--- src/rtl/mac_alu.sv ---
`default_nettype none
// ============================================================================
// Module   : mac_alu
// Purpose  : Parametrised multiply/accumulate unit for the motor-control
//            datapath. Each accepted operation runs through a registered
//            product stage (MUL) and a registered result stage (ADD), then
//            waits in DONE until the consumer takes the result.
//              op = 00 MUL    : A*B
//              op = 01 MULADD : A*B + C
//              op = 10 MULSUB : A*B - C
//              op = 11 MAC    : acc + A*B, result also written back to acc
//            A transaction tag travels from key_in to key_out with the op.
//
// Parameters:
//   DATA_W  width of operands A and B
//   ACC_W   width of C, accumulator and result (>= 2*DATA_W)
//   KEY_W   width of the transaction tag
//   SIGNED  1 = two's complement arithmetic, 0 = unsigned
//
// Compile-time option:
//   ALU_SAT_EN  when defined, an overflowing result is clamped to the ACC_W
//               range (signed: max/min, unsigned: all-ones on carry, zero on
//               borrow). When undefined the result wraps modulo 2^ACC_W.
//               ovf reports the overflow in both builds.
//
// Ports:
//   clk, rst            clock, synchronous active-high reset
//   clr                 clear accumulator (acts even when en = 0)
//   en                  global enable; 0 freezes FSM, operands and outputs
//   op, in_a, in_b,
//   in_c, key_in        operation request fields
//   in_valid/in_ready   request handshake
//   out, key_out, ovf   result, its tag and the overflow flag
//   out_valid/out_ready result handshake
//
// Revision : 1.0 - initial release
// ============================================================================

module mac_alu #(
    parameter int DATA_W = 16,
    parameter int ACC_W  = 32,
    parameter int KEY_W  = 9,
    parameter int SIGNED = 0
) (
    input  logic              clk,
    input  logic              rst,
    input  logic              clr,
    input  logic              en,
    input  logic [1:0]        op,
    input  logic [DATA_W-1:0] in_a,
    input  logic [DATA_W-1:0] in_b,
    input  logic [ACC_W-1:0]  in_c,
    input  logic [KEY_W-1:0]  key_in,
    input  logic              in_valid,
    output logic              in_ready,
    output logic [ACC_W-1:0]  out,
    output logic [KEY_W-1:0]  key_out,
    output logic              ovf,
    output logic              out_valid,
    input  logic              out_ready
);

    // ------------------------------------------------------------------------
    // Constants
    // ------------------------------------------------------------------------
    localparam int   c_PROD_W = 2 * DATA_W;
    // Padding needed to bring the product up to the ACC_W+1 wide sum.
    localparam int   c_PAD_W  = ACC_W + 1 - c_PROD_W;
    localparam logic c_SIGNED = (SIGNED != 0);

    localparam logic [1:0] c_OP_MUL    = 2'b00;
    localparam logic [1:0] c_OP_MULSUB = 2'b10;
    localparam logic [1:0] c_OP_MAC    = 2'b11;

    // ------------------------------------------------------------------------
    // State machine encoding
    // ------------------------------------------------------------------------
    typedef enum logic [1:0] {
        S_IDLE = 2'd0,
        S_MUL  = 2'd1,
        S_ADD  = 2'd2,
        S_DONE = 2'd3
    } state_t;

    state_t state_q;
    state_t state_d;

    // ------------------------------------------------------------------------
    // Registers
    // ------------------------------------------------------------------------
    logic [DATA_W-1:0]   a_q;
    logic [DATA_W-1:0]   b_q;
    logic [ACC_W-1:0]    c_q;
    logic [1:0]          op_q;
    logic [KEY_W-1:0]    key_q;
    logic [c_PROD_W-1:0] prod_q;
    logic [ACC_W-1:0]    acc_q;
    logic [ACC_W-1:0]    out_q;
    logic [KEY_W-1:0]    key_out_q;
    logic                ovf_q;
    logic                out_valid_q;

    // ------------------------------------------------------------------------
    // Combinational signals
    // ------------------------------------------------------------------------
    logic                w_accept;
    logic [c_PROD_W-1:0] w_a_ext;
    logic [c_PROD_W-1:0] w_b_ext;
    logic [c_PROD_W-1:0] w_prod;
    logic                w_is_mul;
    logic                w_is_sub;
    logic                w_is_mac;
    logic                w_prod_sign;
    logic [ACC_W-1:0]    w_addend;
    logic [ACC_W:0]      w_prod_wide;
    logic [ACC_W:0]      w_addend_wide;
    logic [ACC_W:0]      w_sum;
    logic                w_ovf_raw;
    logic                w_ovf;
    logic [ACC_W-1:0]    w_result;

    // ------------------------------------------------------------------------
    // Multiplier. Both operands are extended to the full product width and
    // multiplied as plain vectors; the low 2*DATA_W bits of that product are
    // exact for both signed and unsigned operands, so one multiplier serves
    // either mode and maps directly onto a DSP block.
    // ------------------------------------------------------------------------
    generate
        if (SIGNED != 0) begin : g_signed_ext
            assign w_a_ext = {{DATA_W{a_q[DATA_W-1]}}, a_q};
            assign w_b_ext = {{DATA_W{b_q[DATA_W-1]}}, b_q};
        end else begin : g_unsigned_ext
            assign w_a_ext = {{DATA_W{1'b0}}, a_q};
            assign w_b_ext = {{DATA_W{1'b0}}, b_q};
        end
    endgenerate

    assign w_prod = w_a_ext * w_b_ext;

    // ------------------------------------------------------------------------
    // Result stage arithmetic. Everything is evaluated one bit wider than
    // ACC_W so that carry/borrow (unsigned) or sign overflow (signed) can be
    // read straight off the top two bits of the sum.
    // ------------------------------------------------------------------------
    assign w_is_mul = (op_q == c_OP_MUL);
    assign w_is_sub = (op_q == c_OP_MULSUB);
    assign w_is_mac = (op_q == c_OP_MAC);

    // A clear arriving in the ADD cycle of a MAC wins over the old acc value,
    // so the MAC result becomes the bare product.
    always_comb begin
        w_addend = c_q;
        if (w_is_mul) begin
            w_addend = {ACC_W{1'b0}};
        end else if (w_is_mac) begin
            w_addend = clr ? {ACC_W{1'b0}} : acc_q;
        end
    end

    assign w_prod_sign   = c_SIGNED & prod_q[c_PROD_W-1];
    assign w_prod_wide   = {{c_PAD_W{w_prod_sign}}, prod_q};
    assign w_addend_wide = {c_SIGNED & w_addend[ACC_W-1], w_addend};
    assign w_sum         = w_is_sub ? (w_prod_wide - w_addend_wide)
                                    : (w_prod_wide + w_addend_wide);

    // Signed: the ACC_W+1 sum is exact, so overflow shows as disagreement
    // between its top bit and the ACC_W result's sign bit.
    // Unsigned: the top bit is the carry (add) or the borrow (sub).
    assign w_ovf_raw = c_SIGNED ? (w_sum[ACC_W] ^ w_sum[ACC_W-1]) : w_sum[ACC_W];
    assign w_ovf     = w_ovf_raw & ~w_is_mul;

    always_comb begin
        w_result = w_sum[ACC_W-1:0];
`ifdef ALU_SAT_EN
        if (w_ovf) begin
            if (c_SIGNED) begin
                // Top bit of the exact sum is the true sign of the result.
                w_result = w_sum[ACC_W] ? {1'b1, {(ACC_W-1){1'b0}}}
                                        : {1'b0, {(ACC_W-1){1'b1}}};
            end else begin
                w_result = w_is_sub ? {ACC_W{1'b0}} : {ACC_W{1'b1}};
            end
        end
`endif
    end

    // ------------------------------------------------------------------------
    // FSM: state register
    // ------------------------------------------------------------------------
    always_ff @(posedge clk) begin
        if (rst) begin
            state_q <= S_IDLE;
        end else begin
            state_q <= state_d;
        end
    end

    // ------------------------------------------------------------------------
    // FSM: next state. With en low nothing advances.
    // ------------------------------------------------------------------------
    always_comb begin
        state_d  = state_q;
        w_accept = 1'b0;
        if (en) begin
            case (state_q)
                S_IDLE: begin
                    if (in_valid) begin
                        w_accept = 1'b1;
                        state_d  = S_MUL;
                    end
                end
                S_MUL:  state_d = S_ADD;
                S_ADD:  state_d = S_DONE;
                S_DONE: begin
                    if (out_ready) begin
                        state_d = S_IDLE;
                    end
                end
                default: state_d = S_IDLE;
            endcase
        end
    end

    assign in_ready = en && (state_q == S_IDLE);

    // ------------------------------------------------------------------------
    // Operand, product and output registers
    // ------------------------------------------------------------------------
    always_ff @(posedge clk) begin
        if (rst) begin
            a_q         <= '0;
            b_q         <= '0;
            c_q         <= '0;
            op_q        <= '0;
            key_q       <= '0;
            prod_q      <= '0;
            out_q       <= '0;
            key_out_q   <= '0;
            ovf_q       <= 1'b0;
            out_valid_q <= 1'b0;
        end else if (en) begin
            if (w_accept) begin
                a_q   <= in_a;
                b_q   <= in_b;
                c_q   <= in_c;
                op_q  <= op;
                key_q <= key_in;
            end

            if (state_q == S_MUL) begin
                prod_q <= w_prod;
            end

            if (state_q == S_ADD) begin
                out_q       <= w_result;
                key_out_q   <= key_q;
                ovf_q       <= w_ovf;
                out_valid_q <= 1'b1;
            end

            // out_valid is only ever high in DONE, so out_ready outside that
            // state has no effect.
            if ((state_q == S_DONE) && out_ready) begin
                out_valid_q <= 1'b0;
            end
        end
    end

    // ------------------------------------------------------------------------
    // Accumulator. The clear acts regardless of en; a MAC completing in the
    // same cycle already folded the clear into its result.
    // ------------------------------------------------------------------------
    always_ff @(posedge clk) begin
        if (rst) begin
            acc_q <= '0;
        end else if (en && (state_q == S_ADD) && w_is_mac) begin
            acc_q <= w_result;
        end else if (clr) begin
            acc_q <= '0;
        end
    end

    // ------------------------------------------------------------------------
    // Outputs
    // ------------------------------------------------------------------------
    assign out       = out_q;
    assign key_out   = key_out_q;
    assign ovf       = ovf_q;
    assign out_valid = out_valid_q;

endmodule

`default_nettype wire
--- config.mk ---
export PLATFORM = sky130hd
export DESIGN_NAME = mac_alu
export DESIGN_NICKNAME = d
export VERILOG_FILES = /design/src/rtl/mac_alu.sv
export SDC_FILE = /design/constraint.sdc
export NUM_CORES = 1
export LEC_CHECK = 0
export CORE_MARGIN = 2
export CORE_UTILIZATION = 35
export CTS_CLUSTER_DIAMETER = 30
export CTS_CLUSTER_SIZE = 40
export DETAILED_ROUTE_END_ITERATION = 6
export PLACE_DENSITY = 0.55
export SLEW_MARGIN = 20
export SYNTH_ARGS = -nofsm -noshare
export SYNTH_HDL_FRONTEND = slang
export SYNTH_SLANG_ARGS = --single-unit
--- constraint.sdc ---
create_clock -name clk -period 7.35 [get_ports clk]
set_clock_uncertainty 0.05 [all_clocks]
set_input_delay 1.8375 -clock clk [delete_from_list [all_inputs] [get_ports clk]]
set_output_delay 1.8375 -clock clk [all_outputs]
set_load 0.05 [all_outputs]
Word level (Yosys, flattened, before mapping)
Index checks and enable logic that the tools add are counted.

storage, ports and cells
  bits in registers = 184
  latch bits = 0
  bits in writable memories = 0
  ROM bits = 0
  input port bits = 81
  output and inout bits = 44
  word-level logic and storage cells = 49
  memories kept = 0

operators by class
  $add $sub $neg = 2
  multiply operators = 1
  div/mod/pow operators = 0
  magnitude comparators = 0
  equal/unequal tests = 7
  shift-type cells = 0
  multiplexer cells = 13
  bitwise gates (word level) = 2
  reductions and logical operators = 12

operator list
  operator                                              count
  two-way mux 32 bit                                    4
  adder 32 x 32 -> 33 bit                               1
  two-way mux 33 bit                                    1
  subtractor 32 x 32 -> 33 bit                          1
  multiplier 16 x 16 -> 32 bit                          1
  equality test 2 bit (second input constant)           4
  case mux 2 bit (4 select lines)                       1
  AND reduction 2 bit                                   4
  two-way mux 1 bit                                     5
  logical AND 1 bit                                     4
  zero test 2 bit                                       2
  two-way mux 2 bit                                     2
  != test 2 bit (second input constant)                 2
  AND reduction 3 bit                                   1
  equality test 2 x 1 -> 1 bit (second input constant)  1
  nonzero test 2 bit                                    1
  bitwise AND 1 bit                                     1
  NOT 1 bit                                             1

Depth between registers and ports, before layout
Gate-level depths: netlist of run 1.

  depth in word-level cells = 6
  gate-level depth with buffers = 24
  mapped depth without buffers = 22

Worst setup path before layout of run 1
OpenSTA, ideal clock, no wires.

  path kind = reg-to-reg
  from = reg b_q[9]
  to = reg prod_q[29]
  setup time = 0.117 ns
  arrival = 5.804 ns
  data required time = 7.183 ns
  slack = 1.379 ns
  stages on the path, launching flop included = 25
  path buffers = 2
  period minus slack after synthesis = 5.971 ns
  path through = dfxtp_1 -> clkbuf_1 -> clkbuf_1 -> nand2_1 -> fa_1 -> inv_1 -> fa_1 -> inv_1 -> fa_1 -> inv_1 -> fa_1 -> fa_1 -> inv_1 -> fa_1 -> inv_1 -> ha_1 -> a21oi_1 -> o21ai_0 -> a31oi_1 -> or2_2 -> o31ai_1 -> o311ai_0 -> a31oi_1 -> xor2_1 -> a22o_1

on the way
  cells in the longest elaborated chain, start to end = 1

RTL lines
  item                          line  RTL
  start, declared               92    logic [DATA_W-1:0] b_q;
  start signal, assigned        244   b_q <= in_b;
  multiplier 16 x 16 -> 32 bit  138   assign w_prod = w_a_ext * w_b_ext;
  end signal, assigned          251   prod_q <= w_prod;
  end, declared                 96    logic [c_PROD_W-1:0] prod_q;

No other way between the ends.
A chain may end at the register's enable or synchronous reset.

Worst setup path after layout of run 1
  from = in clr
  to = reg acc_q[28]

on the way
  cells in the longest elaborated chain, start to end = 6
  elaborated cells between the ends (all ways) = 7
  classes of those cells = 2 x add/sub; 5 x mux

RTL lines
  item                                                                     line      RTL
  start, declared                                                          47        input logic clr,
  two-way mux 32 bit *                                                     n/a
  two-way mux 32 bit                                                       155       end else if (w_is_mac) begin
  two-way mux 32 bit                                                       153       if (w_is_mul) begin
  adder 32 x 32 -> 33 bit or subtractor 32 x 32 -> 33 bit (tied branches)  164, 163
  two-way mux 33 bit                                                       163       assign w_sum = w_is_sub ? (w_prod_wide - w_addend_wide)
  two-way mux 32 bit *                                                     276       end else if (en && (state_q == S_ADD) && w_is_mac) begin
  end signal, assigned                                                     277       acc_q <= w_result;
  end, declared                                                            97        logic [ACC_W-1:0] acc_q;

Every way passes the cells marked *; elsewhere a longest branch is shown, timed or not.

==> results of run 1 <==
==> state kept, by name, summed over array words and instances, names as in the netlist <==
name / flops
acc_q: 32
a_q: 16
out: 32
key_out: 9
c_q: 32
b_q: 16
state_q: 2
out_valid: 1
prod_q: 32
key_q: 9
op_q: 2
ovf: 1
==> where the power goes <==
part           switching [mW]  internal [mW]  total (mW)
Sequential             0.0618           1.03        1.09
Clock                   0.519          0.471       0.990
Combinational           0.567          0.341       0.908
==> per-stage QoR <==
stage                     setup WS, ns  hold slack [ns]
after floorplan                   1.38            0.382
after CTS                        0.815            0.408
after global placement           0.326            0.387
after global routing             0.454            0.422
after detailed placement         0.301            0.392
final                            0.788            0.406
==> critical path: cells and delay by family <==
family / cells / cell delay (ns)
XOR/XNOR: 1 / 0.10
AO/OA/AOI/OAI: 6 / 1.42
adder cells (fa/ha/maj): 1 / 0.40
AND/OR/NAND/NOR: 9 / 2.30
buffers and inverters: 2 / 0.80
==> cell families after synthesis <==
| family | after synthesis | share of synthesized area [%] |
|---|---|---|
| compound gates | 412 | 13.6 |
| flops | 184 | 20.2 |
| xor+xnor | 79 | 3.79 |
| simple gates | 862 | 22.0 |
| buf+inv | 372 | 7.97 |
| fa+ha+maj | 337 | 31.1 |
| mux | 23 | 1.30 |
==> path summary, 6_finish.rpt <==
path	from	endpoint	slack, ns	cells after the start
setup / recovery	clr	acc_q[28]	0.79	19
hold / removal	out[13]	out[13]	0.41	2
setup reg to reg	a_q[10]	prod_q[29]	0.95	21
hold reg to reg	out[13]	out[13]	0.41	2
==> metal layers <==
layer | wire length (um) | vias to the layer above | part of all wire (%)
li1 | - | 7455 | -
met1 | 24200 | 7449 | 48
met2 | 23700 | 293 | 47
met3 | 2070 | 46 | 4.1
met4 | 810 | 0 | 1.6
met5 | 0 | - | 0
==> cell usage in the layout, fill, tap and decap left out, types with 7 or more instances in the layout <==
cell type,count
a211oi_1,14
a21o_1,28
a21oi_1,224
a31oi_1,18
and2_1,125
and3_1,14
buf_4,34
clkbuf_16,17
clkdlybuf4s50_1,123
clkinv_8,7
dfxtp_1,183
fa_1,195
ha_1,142
inv_1,255
mux2i_1,21
nand2_1,498
nand2b_1,11
nand3_1,18
nand4_1,10
nor2_1,78
nor2b_1,30
nor3_1,23
nor4b_1,8
o21a_1,7
o21ai_0,52
o21bai_1,9
xnor2_1,52
xor2_1,27
==> final cells by class <==
type	count	area (um^2)
Clock buffer	17	425
Clock inverter	15	209
Fill cell	5305	30600
Inverter	257	965
Multi-Input combinational cell	1713	13100
Sequential cell	184	3680
Tap cell	680	851
Timing Repair Buffer	159	1520
==> reports/results.tsv, run 1 <==
metric	value	unit
first_pass_iters	5	
hold_class	flip-flop to flip-flop	
grtUsageMet1	27.3	%
yosysTopAreaCellShare	21.4	%
synth_edf_count	0	
cts_tree	done	
post-route-util	40.4	%
grt_antenna_before_repair	0	
area_growth	13.8	%
grt_pass1_vias	15600	
rsz0062_at_grt	no	
synth.most_common_cell	nand2_1	
timing.final.crit_share	89.3	%
num_vias	15200	
endpoint_kind	flip-flop	
grt.total_usage	19.7	%
ant_nets	0	
clock_latency	0.49	ns
drive_gt1_share	4.43	%
synth.distinct_cells	82	
synth_cells	2269	
synthFlopType	dfxtp_1	
peakVddDrop	0.187	mV
start_util	35.5	%
drc	0	
async_reset_ff_share	0	%
grt_start_max_net_pins	107	
io_pins	125	
max_freq	152	MHz
ys_seq_elements	184	
wl_per_cell	16.8	um
syn_area	0.0182	mm^2
die_w	232	um
grt_overflow	0	
dieHeight	232	um
finalCriticalPeriod	6.56	ns
num_rows	83	
io_buffers	124	
gp_congestion	0.824	
fp.dieArea	0.0540	mm^2
finalPower	2.99	mW
cts_sinks	184	
clk_pin_slew	0.08	ns
ctsResizeCount	0	
syn_area_per_cell	8.04	um^2
drv_slew	0	
h-tree-depth	4	
met2_usage	31.9	%
core	0.0514	mm^2
worst-setup-path-type	input pin to flip-flop	
finalNetCount	2750	
postPlaceCellArea	0.0201	mm^2
synth_nets	2687	
fin_area	0.0208	mm^2
leakagePower	9.18	nW
powerDensity	144	mW/mm^2
synth_area_leaders	fa_1 (21%), dfxtp_1 (20%), nand2_1 (10%), ha_1 (9.7%), a21oi_1 (6.1%)	
worst_path_max_delay_cell	clkdlybuf4s50_1	
cp.required	7.66	ns
grt_first_pass_wirelength	83800	um
crit_chain	clkdlybuf4s50_1, buf_4, nand3b_1, a21oi_1, a2111oi_1, nor4b_2, nand2_1, o21ai_0, xor2_1, ha_1, and3_1, nand4_1, or3b_4, a211oi_2, o21ai_2, nand2_2, a31oi_4, nor4b_4, or4_1	
arrival	6.87	ns
dp_cells	2993	
numCtsBuffers	17	
drt_iter0_drc	759	
fin_cells	3025	
clk_path_buf_depth	2	
yosysTopAreaCell	fa_1	
outcome	complete, no violations	
grt_busiest_layer	met2	
dp_hpwl	39300	um
start_kind	input pin	
clock-root-buffer	clkbuf_16	
yosysSeqAreaShare	20.2	%
slew_headroom	36.3	%
slowest_delay	0.57	ns
maxCapViolCount	0	
use_met3	2.74	%
fin_tns_setup	0	ns
cp_max_fo	14	
yosysWarnings	0	
insertedDiodeCount	0	
via_per_inst	5.04	
worst-slew-pin-transition	0.956	ns
postCtsSetupRepairBufs	0	
hold_viol_final	0	
ctsHoldBuffers	0	
finalSetupViolations	0	
synth_commonest_cells	nand2_1 (500), inv_1 (255), a21oi_1 (224)	
wirelength	50800	um
(Power assumes the default switching activity.)
==> run 2: changes to the inputs <==
Settings changed: DONT_BUFFER_PORTS from default to 1, PLACE_DENSITY 0.55 to 0.52, RECOVER_POWER from default to 50.
==> reports/results.tsv, run 2 (synthesis gave the netlist of run 1 again) <==
metric	value	unit	change
ctsHoldBuffers	0		unchanged
grtUsageMet1	26.9	%	-0.35 points
hold_viol_final	0		unchanged
io_pins	125		unchanged
cts_tree	done		
use_met3	3.54	%	+0.80 points
ctsResizeCount	0		unchanged
wirelength	50300	um	-0.90%
grt_busiest_layer	met2		
drive_gt1_share	3.72	%	-0.72 points
start_util	35.5	%	unchanged
via_per_inst	5.12		+1.6%
worst-setup-path-type	flip-flop to flip-flop		
dp_hpwl	39200	um	-0.26%
crit_family	adder cells		
drt_iter0_drc	948		+25%
endpoint_kind	flip-flop		
numCtsBuffers	17		unchanged
maxCapViolCount	4		+4
met2_usage	30.4	%	-1.5 points
finalCriticalPeriod	6.62	ns	+0.0592 ns
num_rows	83		unchanged
clkPwrFrac	34.4	%	+1.3 points
clock-root-buffer	clkbuf_16		
fillers	5374		+1.3%
grt_antenna_before_repair	0		unchanged
path_common_cell	fa_1		
clk_path_buf_depth	2		unchanged
fin_tns_setup	0	ns	unchanged
cp_num_buf_inv	5		+3
dieHeight	232	um	unchanged
post-place-ws	0.769	ns	+0.468 ns
drv_slew	175		+175
crit_chain	nand2_1, fa_1, inv_1, fa_1, inv_1, fa_1, inv_1, fa_1, fa_1, inv_1, fa_1, inv_1, ha_1, a21oi_1, o21ai_0, a31oi_1, or2_2, o31ai_1, o311ai_0, a31oi_1, xor2_1, a22o_1		
die_w	232	um	unchanged
post-route-util	37.7	%	-2.7 points
io_buffers	0		-100%
first_pass_iters	5		unchanged
leakagePower	8.62	nW	-6.1%
cp_max_fo	17		+3
grt_pass1_vias	15000		-4.0%
num_vias	14800		-3.1%
power_switching	1.14	mW	-0.65%
timing.final.crit_share	90.1	%	+0.80 points
start_kind	flip-flop		
rsz0062_at_grt	no		
core	0.0514	mm^2	unchanged
insertedDiodeCount	0		unchanged
drc	0		unchanged
layout_commonest_cell	nand2_1		
postCtsSetupRepairBufs	0		unchanged
worst_path_max_delay_cell	dfxtp_1		
fp.dieArea	0.0540	mm^2	unchanged
ant_nets	0		unchanged
finalNetCount	2611		-5.1%
clk_pin_slew	0.09	ns	about the same
switching_share	38.9	%	+0.52 points
powerDensity	151	mW/mm^2	+5.0%
setup_ws	0.729	ns	-0.0592 ns
wl_per_cell	17.4	um	+3.9%
reg2reg_slack	0.73	ns	-0.22 ns
grt_first_pass_wirelength	82100	um	-2.0%
grt.total_usage	19.4	%	-0.30 points
worst-slew-pin-transition	2.48	ns	+1.52 ns
grt_start_max_net_pins	195		+82%
comb_power_share	27.4	%	-3.0 points
seqPwrFrac	38.2	%	+1.7 points
peakVddDrop	0.166	mV	-12%
final_cell_mix	nand2_1 (500), inv_1 (255), a21oi_1 (224)		
slew_headroom	-65.2	%	-100 points
outcome	finished with violations		
gp_congestion	0.878		+6.5%
grt_overflow	0		unchanged
slowest_delay	0.70	ns	+0.13 ns
max_freq	151	MHz	-0.89%
clock_latency	0.50	ns	about the same
holdWs	0.404	ns	-0.00182 ns
p_int	1.79	mW	-2.8%
violations	max-capacitance violations, max-slew violations		
area_growth	6.28	%	
finalSetupViolations	0		unchanged
cp.required	7.68	ns	+0.02 ns
cts_sinks	184		unchanged
arrival	6.95	ns	+0.08 ns
h-tree-depth	4		unchanged
hold_class	flip-flop to flip-flop		
==> run 2: power by group through the flow <==
| stage | Combinational, mW | Sequential, mW | Clock [mW] |
|---|---|---|---|
| finish | 0.802 | 1.12 | 1.01 |
| detailed placement | 0.798 | 1.14 | 0 |
| global placement | 0.794 | 1.14 | 0 |
| floorplan | 0.615 | 1.10 | 0 |
| global route | 0.885 | 1.13 | 1.07 |
| CTS | 0.804 | 1.12 | 1.04 |
==> run 2: final cells by class <==
| class | count | area (um^2) | share of cell area, % |
|---|---|---|---|
| multi-input combinational | 1713 | 13100 | 67.6 |
| sequential | 184 | 3680 | 19.0 |
| inverter | 257 | 965 | 4.98 |
| tap | 680 | 851 | 4.39 |
| clock buffer | 17 | 425 | 2.19 |
| clock inverter | 15 | 216 | 1.12 |
| timing repair buffer | 20 | 135 | 0.697 |
==> run 2: per-layer routing <==
layer | vias to the layer above | part of all wire, %
met2 | 320 | 45
met1 | 7211 | 48
met3 | 66 | 4.7
met4 | 0 | 2.3
li1 | 7179 | -
met5 | - | 0
==> run 2: worst paths after layout <==
kind             from    endpoint  cells after the start
max            a_q[7]  prod_q[29]                     22
min          key_q[8]    key_q[8]                      2
max reg2reg    a_q[7]  prod_q[29]                     22
min reg2reg  key_q[8]    key_q[8]                      2
==> run 2: per-stage QoR <==
stage          cell area (um^2)  instances  power [mW]
5_1_grt                   19400       2886        3.09
2_1_floorplan             18200       2269        1.71
4_1_cts                   19400       2886        2.96
3_3_place_gp              18800       2854        1.93
3_5_place_dp              18800       2854        1.94
6_report                  19400       2886        2.93
==> run 2: worst register-to-register path: stages (launching register included) <==
cell	delay [ns]
dfxtp_1	0.70
nand2_1	0.17
fa_1	0.56
inv_1	0.05
fa_1	0.51
inv_1	0.06
fa_1	0.55
inv_1	0.06
fa_1	0.46
fa_1	0.50
inv_1	0.05
fa_1	0.48
inv_1	0.04
ha_1	0.33
a21oi_1	0.18
o21ai_0	0.11
a31oi_1	0.21
or2_2	0.15
o31ai_1	0.10
o311ai_0	0.62
a31oi_1	0.19
xor2_1	0.17
a22o_1	0.20
==> run 3: changes to the inputs <==
Settings changed: CORE_UTILIZATION 35 to 50, PLACE_DENSITY 0.52 to 0.68.
==> reports/results.tsv, run 3 (synthesis gave the netlist of run 1 again) <==
metric	value	unit	change
worst-slew-pin-transition	3.76	ns	+1.28 ns
die_w	195	um	-16%
clk_path_buf_depth	2		unchanged
hold_viol_final	0		unchanged
finalNetCount	2607		-0.15%
rsz0062_at_grt	no		
insertedDiodeCount	0		unchanged
first_pass_iters	5		unchanged
cp.required	7.66	ns	-0.02 ns
finalCriticalPeriod	6.70	ns	+0.0765 ns
drc	0		unchanged
start_kind	flip-flop		
clock_latency	0.48	ns	-0.02 ns
io_pins	125		unchanged
core	0.0357	mm^2	-30%
ctsHoldBuffers	0		unchanged
maxCapViolCount	3		-1
drt_iter0_drc	1009		+6.4%
cts_tree	done		
ant_nets	0		unchanged
cp_max_fo	17		unchanged
fin_tns_setup	0	ns	unchanged
start_util	51.0	%	+16 points
grt_pass1_vias	15300		+1.7%
dieHeight	195	um	-16%
outcome	finished with violations		
clock-root-buffer	clkbuf_16		
drv_slew	170		-2.9%
layout_commonest_cell	nand2_1		
io_buffers	0		unchanged
slew_headroom	-150	%	-85 points
ctsResizeCount	0		unchanged
clk_pin_slew	0.09	ns	about the same
fin_area	0.0191	mm^2	-1.7%
final_cell_mix	nand2_1 (499), inv_1 (255), a21oi_1 (224)		
wirelength	45500	um	-9.5%
grt.total_usage	25.0	%	+5.6 points
timing.final.crit_share	91.1	%	+1.0 points
grt_start_max_net_pins	195		unchanged
max_freq	149	MHz	-1.1%
postCtsSetupRepairBufs	0		unchanged
drive_gt1_share	3.63	%	-0.084 points
leakagePower	8.60	nW	-0.30%
grt_antenna_before_repair	0		unchanged
via_per_inst	5.63		+10%
powerDensity	150	mW/mm^2	-0.66%
peakVddDrop	0.184	mV	+11%
wl_per_cell	17.1	um	-1.9%
gp_congestion	0.877		about the same
hold_class	flip-flop to flip-flop		
num_vias	15000		+1.5%
grt_first_pass_wirelength	76500	um	-6.8%
cts_sinks	184		unchanged
grt_overflow	0		unchanged
reg2reg_slack	0.65	ns	-0.08 ns
num_rows	69		-17%
h-tree-depth	4		unchanged
endpoint_kind	flip-flop		
dp_hpwl	34700	um	-11%
area_growth	4.44	%	
worst-setup-path-type	flip-flop to flip-flop		
finalSetupViolations	0		unchanged
numCtsBuffers	17		unchanged
arrival	7.01	ns	+0.06 ns
postPlaceCellArea	0.0185	mm^2	-1.6%
violations	max-capacitance violations, max-slew violations		
fp.dieArea	0.0380	mm^2	-30%
run 3: area by class of cell:
class                   instances  area (um^2)
clock buffers                  18          429
clock inverters                14          170
fillers                      3392        16700
inverters                     257          965
multi-input cells            1713        13100
flip-flops and latches        184         3680
well taps                     461          577
repair buffers                 16          113
run 3: worst max-delay path, stage by stage (launching register included):
cell and delay [ns]:
dfxtp_1 0.73, nand2_1 0.17, fa_1 0.55, inv_1 0.05, fa_1 0.50, inv_1 0.06, fa_1 0.53, inv_1 0.05
fa_1 0.46, fa_1 0.50, inv_1 0.05, fa_1 0.47, inv_1 0.04, ha_1 0.33, a21oi_1 0.18, o21ai_0 0.12
a31oi_1 0.20, or2_2 0.14, o31ai_1 0.11, o311ai_0 0.70, a31oi_1 0.20, xor2_1 0.17, a22o_1 0.20
run 3: power by group:
part / switching [mW] / internal [mW] / leakage, nW
Combinational: 0.492 / 0.287 / 6.81
Clock: 0.503 / 0.462 / 0.292
Sequential: 0.0872 / 1.03 / 1.49
Total: 1.08 / 1.78 / 8.60
run 3: metrics by stage:
| stage | setup WS (ns) | power [mW] | std cells | utilization, % | hold WS (ns) |
|---|---|---|---|---|---|
| after global placement | 0.973 | 1.89 | 2631 | 51.7 | 0.382 |
| after global routing | 0.339 | 3.00 | 2663 | 53.3 | 0.422 |
| after floorplan | 1.38 | 1.71 | 2269 | - | 0.382 |
| after CTS | 0.706 | 2.88 | 2663 | 53.3 | 0.406 |
| final | 0.652 | 2.86 | 2663 | 53.3 | 0.405 |
| after detailed placement | 0.750 | 1.91 | 2631 | 51.7 | 0.391 |
run 3: routing by layer:
layer	up-vias	share of wire, %	track usage [%]
met5	-	0	0
met4	0	2.3	7.72
met3	82	5.3	4.13
met2	400	49	42.9
met1	7355	44	32.3
li1	7159	-	-
run 3: worst paths after layout:
| path | startpoint | to | cells past startpoint |
|---|---|---|---|
| setup / recovery | a_q[7] | prod_q[29] | 22 |
| hold / removal | key_q[5] | key_out[5] | 2 |
| setup reg to reg | a_q[7] | prod_q[29] | 22 |
| hold reg to reg | key_q[5] | key_out[5] | 2 |
